`config.mk`:
```
export PLATFORM = sky130hd
export DESIGN_NAME = audio_playback_scheduler
export DESIGN_NICKNAME = d
export VERILOG_FILES = /design/src/rtl/audio_playback_scheduler.sv
export SDC_FILE = /design/constraint.sdc
export NUM_CORES = 1
export LEC_CHECK = 0
export ABC_AREA = 1
export CORE_MARGIN = 2
export CORE_UTILIZATION = 38
export DETAILED_ROUTE_END_ITERATION = 6
export MAX_ROUTING_LAYER = met4
export PLACE_DENSITY = 0.79
export REMOVE_ABC_BUFFERS = 1
export SYNTH_ARGS = -nofsm -noshare
export SYNTH_HDL_FRONTEND = slang
export SYNTH_SLANG_ARGS = --single-unit
```
`constraint.sdc`:
```
create_clock -name clk_12mhz -period 1.75 [get_ports clk_12mhz]
set_input_delay 0.35 -clock clk_12mhz [delete_from_list [all_inputs] [get_ports clk_12mhz]]
set_output_delay 0.35 -clock clk_12mhz [all_outputs]
set_load 0.05 [all_outputs]
```
`src/rtl/audio_playback_scheduler.sv`:
```
// Playback scheduler: turns mcu_48k_clk edges into FIFO pops and DAC samples, with prefill and underrun handling.
// Optional underrun statistics are compiled in when UNDERRUN_STATS_EN is defined.
module audio_playback_scheduler #(
  parameter int DATA_W      = 16,
  parameter int LEVEL_W     = 6,
  parameter int PREFILL     = 8,
  parameter int SYNC_STAGES = 2,
  parameter int CNT_W       = 16
) (
  input  logic               clk_12mhz,
  input  logic               reset_n,
  input  logic               enable,
  input  logic               mcu_48k_clk,
  input  logic               fifo_empty,
  input  logic [LEVEL_W-1:0] fifo_level,
  input  logic [DATA_W-1:0]  fifo_data,
  input  logic               clear_stats,
  output logic               fifo_read_en,
  output logic [DATA_W-1:0]  audio_out,
  output logic               sample_valid,
  output logic [1:0]         state_o,
  output logic [CNT_W-1:0]   underrun_count,
  output logic               underrun_flag
);

  typedef enum logic [1:0] {
    S_IDLE    = 2'b00,
    S_PREFILL = 2'b01,
    S_PLAY    = 2'b10
  } state_t;

  localparam logic [LEVEL_W-1:0] PREFILL_LVL = LEVEL_W'(PREFILL);

  logic [SYNC_STAGES-1:0] sync_q;
  logic                   prev_q;
  logic                   tick;
  state_t                 state_q;
  logic                   play_tick;
  logic                   underrun;

  // NOTE: every clocked register uses non-blocking assignment so all flops
  // sample pre-edge values and simulation matches the synthesized netlist.
  always_ff @(posedge clk_12mhz) begin
    if (!reset_n) begin
      sync_q <= '0;
      prev_q <= 1'b0;
    end else begin
      sync_q <= {sync_q[SYNC_STAGES-2:0], mcu_48k_clk};
      prev_q <= sync_q[SYNC_STAGES-1];
    end
  end

  assign tick = sync_q[SYNC_STAGES-1] & ~prev_q;

  // The FIFO is show-ahead, so the pop strobe and the capture of fifo_data share one edge.
  assign play_tick    = reset_n & enable & (state_q == S_PLAY) & tick;
  assign fifo_read_en = play_tick & ~fifo_empty;
  assign underrun     = play_tick & fifo_empty;

  always_ff @(posedge clk_12mhz) begin
    if (!reset_n) begin
      state_q      <= S_IDLE;
      audio_out    <= '0;
      sample_valid <= 1'b0;
    end else begin
      sample_valid <= 1'b0;
      if (!enable) begin
        state_q   <= S_IDLE;
        audio_out <= '0;
      end else begin
        unique case (state_q)
          S_IDLE: begin
            state_q   <= S_PREFILL;
            audio_out <= '0;
          end
          S_PREFILL: begin
            // A tick on the cycle the threshold is met is still played as silence.
            if (tick) begin
              sample_valid <= 1'b1;
              audio_out    <= '0;
            end
            if (fifo_level >= PREFILL_LVL) state_q <= S_PLAY;
          end
          S_PLAY: begin
            if (tick) begin
              sample_valid <= 1'b1;
              if (!fifo_empty) audio_out <= fifo_data;
              else             state_q   <= S_PREFILL;
            end
          end
          default: state_q <= S_IDLE;
        endcase
      end
    end
  end

  assign state_o = state_q;

`ifdef UNDERRUN_STATS_EN
  logic [CNT_W-1:0] count_q;
  logic             flag_q;

  always_ff @(posedge clk_12mhz) begin
    if (!reset_n) begin
      count_q <= '0;
      flag_q  <= 1'b0;
    end else if (clear_stats) begin
      // Clear wins over history but not over an underrun on the same edge.
      count_q <= underrun ? CNT_W'(1) : '0;
      flag_q  <= underrun;
    end else if (underrun) begin
      if (count_q != '1) count_q <= count_q + CNT_W'(1);
      flag_q <= 1'b1;
    end
  end

  assign underrun_count = count_q;
  assign underrun_flag  = flag_q;
`else
  logic unused_stats;
  assign unused_stats   = clear_stats ^ underrun;
  assign underrun_count = '0;
  assign underrun_flag  = 1'b0;
`endif

endmodule

```
==> results of run 1 <==
## worst min-delay path, cell delays in order, from the launching register on
cell	delay (ns)
dfxtp_1	0.31
nand2_1	0.05
inv_1	0.03
## where the power goes
group	switching [mW]	internal, mW	total (mW)
registers	0.0163	0.532	0.548
logic	0.345	0.190	0.534
clock network	0.129	0.0799	0.209
## registers in the layout, summed over array words and instances (netlist names)
name / count
audio_out: 16
state_o: 2
sync_q: 2
prev_q: 1
sample_valid: 1
## routing by layer
metal	routed length, µm	vias to the layer above	track usage, %
met5	0	-	-
li1	-	592	-
met2	1180	44	24.2
met3	172	2	3.46
met4	17	0	5.71
met1	1070	463	16.6
## stage by stage
step	setup slack, ns	setup TNS (ns)	area [µm²]	std cells
6_report	0.0769	0	1690	267
5_1_grt	0.00930	0	1690	267
4_1_cts	0.00132	0	1640	264
3_5_place_dp	0.0326	0	1610	261
3_3_place_gp	0.0602	0	1610	261
2_1_floorplan	-1.19	-8.38	1080	164
## final cells by class
type	count	area (µm²)
sequential	22	443
fill	297	1340
tap	44	55.1
inverter	13	51.3
clock buffer	3	22.5
multi-input combinational	129	611
timing repair buffer	56	503
## worst max-delay path by stage
| stage | depth (start not counted) | slack (ns) | endpoint |
|---|---|---|---|
| floorplan | 3 | -1.19 | fifo_read_en |
| global placement | 5 | 0.06 | fifo_read_en |
| finish | 5 | 0.08 | fifo_read_en |
| global route | 6 | 0.009 | fifo_read_en |
| CTS | 6 | 0.001 | fifo_read_en |
| detailed placement | 6 | 0.03 | fifo_read_en |
## layout by cell type, fill, tap and decap left out, types with 2 or more instances in the layout
master / count
nor2_1: 38
inv_1: 10
buf_12: 2
dfxtp_2: 2
dfxtp_1: 20
nand3_1: 17
nand2_4: 2
clkdlybuf4s50_1: 23
nand2_2: 2
buf_4: 31
clkbuf_4: 3
ha_1: 3
nand2_1: 43
conb_1: 17
## cells by family (layout without fill, tap and decap cells)
| kind of cell | after synthesis | after routing |
|---|---|---|
| AND/OR/NAND/NOR | 106 | 106 |
| AO/OA/AOI/OAI | 2 | 2 |
| buffers and inverters | 36 | 72 |
| flip-flops | 22 | 22 |
| adder cells (fa/ha/maj) | 4 | 4 |
| other | 1 | 17 |
## repair_timing
| item | in CTS | in global routing |
|---|---|---|
| pin swaps | 1 | 2 |
| endpoints found under the setup margin | 1 | 16 |
| setup buffers | 0 | 3 |
| hold endpoints to repair | 0 | 0 |
| resized for setup | 6 | 1 |
==> flow_summary.ini, run 1 <==
[pwr]
powerDensity_nw_per_um2 = 766
p_leak_nw = 0.869
p_total_mw = 1.29
irDropWorstVdd_uv = 316

[cts]
clk_latency_ns = 0.29
cts_tree = done
cts_root_buf = clkbuf_4
path_clk_slew_ns = 0.10
cts_sinks = 22
ctsHoldBuffers = 0
clk_path_buf_depth = 2
h-tree-depth = 1
numCtsBuffers = 3

[timing]
fin_crit_ns = 1.67
post-route-period-util_pct = 95.6
whs_ns = 0.426
clock_skew_ns = 0.00470
setup_violations = 0
rsz0062_at_grt = no
slew_viol_final = 0
timing.fmax_mhz = 598
hold_violations = 0

[status]
outcome = finished, final reports clean

[worst_hold_path]
min_to = sync_q[1]$_SDFF_PN0_
hp-start = sync_q[0]$_SDFF_PN0_
hp-class = flip-flop to flip-flop
whs_path_depth = 2

[logic_synthesis]
synth_top_family_by_area = simple AND/OR/NAND/NOR gates
yosysTopAreaCell = dfxtp_1
synth_adder_area_share_pct = 4.19
yosysMostFrequentCell = nand2_1
synthMuxAreaShare_pct = 0
synth.distinct_cells = 20
seq_area_frac_synth_pct = 36.9
ys_ff_latch = 22
synth-xor-area-share_pct = 0
yosys-top-cells-area = dfxtp_1 37%, nand2_1 14%, nor2_1 12%
synth_commonest_cells = 44 x nand2_1, 38 x nor2_1, 22 x dfxtp_1, 18 x buf_4, 17 x nand3_1
yosysTopAreaCellShare_pct = 36.9
synth_edf_count = 0
yosys.area_share.simple_pct = 38.1
synth_warnings = 0
ys_async_sr_fraction_pct = 0
syn_inst = 171
syn_area_per_cell_um2 = 6.99
synth_top_flop_cell = dfxtp_1
synth_compound_area_share_pct = 1.78
syn_area_um2 = 1190

[detailed_routing]
vias_per_cell = 4.12
initialDrtViolationCount = 45
drc = 0
drt_pre_antenna_iters = 4
wl_um = 2440
ant_nets = 0
wl_per_cell_um = 9.14
vias = 1101

[die]
core_area_um2 = 3030
ios = 65
die_area_um2 = 3610
die_height_um = 60.1
start_util_pct = 39.5
num_rows = 20
die_w_um = 60.1

[job]
max-cap-violations = 0

[layout]
nNetsFinal = 257
area_growth_syn_to_layout_pct = 41.0
num_antenna_cells = 0
drive_gt1_share_pct = 22.0
post-route-util_pct = 55.7

[global_routing]
antenna_found_initial = 0
grt_max_degree = 21
grt_pass1_wl_um = 3790
grt_pass1_vias = 936
overflow = 0
gr-usage-all-layers_pct = 14.5

[setup_path]
crit_start = reset_n
critPathMaxFanout = 2
crit_chain = clkdlybuf4s50_1 > nand2_1 > nor3_2 > buf_4 > buf_12
regToRegStartpoint = state_o[0]$_SDFFE_PP0P_
required_ns = 1.40
path_buf_inv = 3
arrival_ns = 1.32
rr_endpoint = audio_out[10]$_SDFFE_PP0P_
startpoint_type = input pin
cp-end-kind = output port
rrSetupSlack_ns = 0.20
slowest_delay_ns = 0.47
cpMaxStageDelayCell = clkdlybuf4s50_1
critical_path.top_delay_family = buffers and inverters
rr_worst_depth = 10
crit_type = input pin to output port

[place]
port_buffers = 43
post-dp-hpwl_um = 1870
gp_congestion = 0.753
Power figures use the tool's default switching activity.
==> inputs of run 2 (changes only) <==
SKIP_LAST_GASP = 1   (was not set)
SLEW_MARGIN = 15   (was not set)
==> results of run 2 <==
Final layout, timing and power as in run 1 (identical DEF).
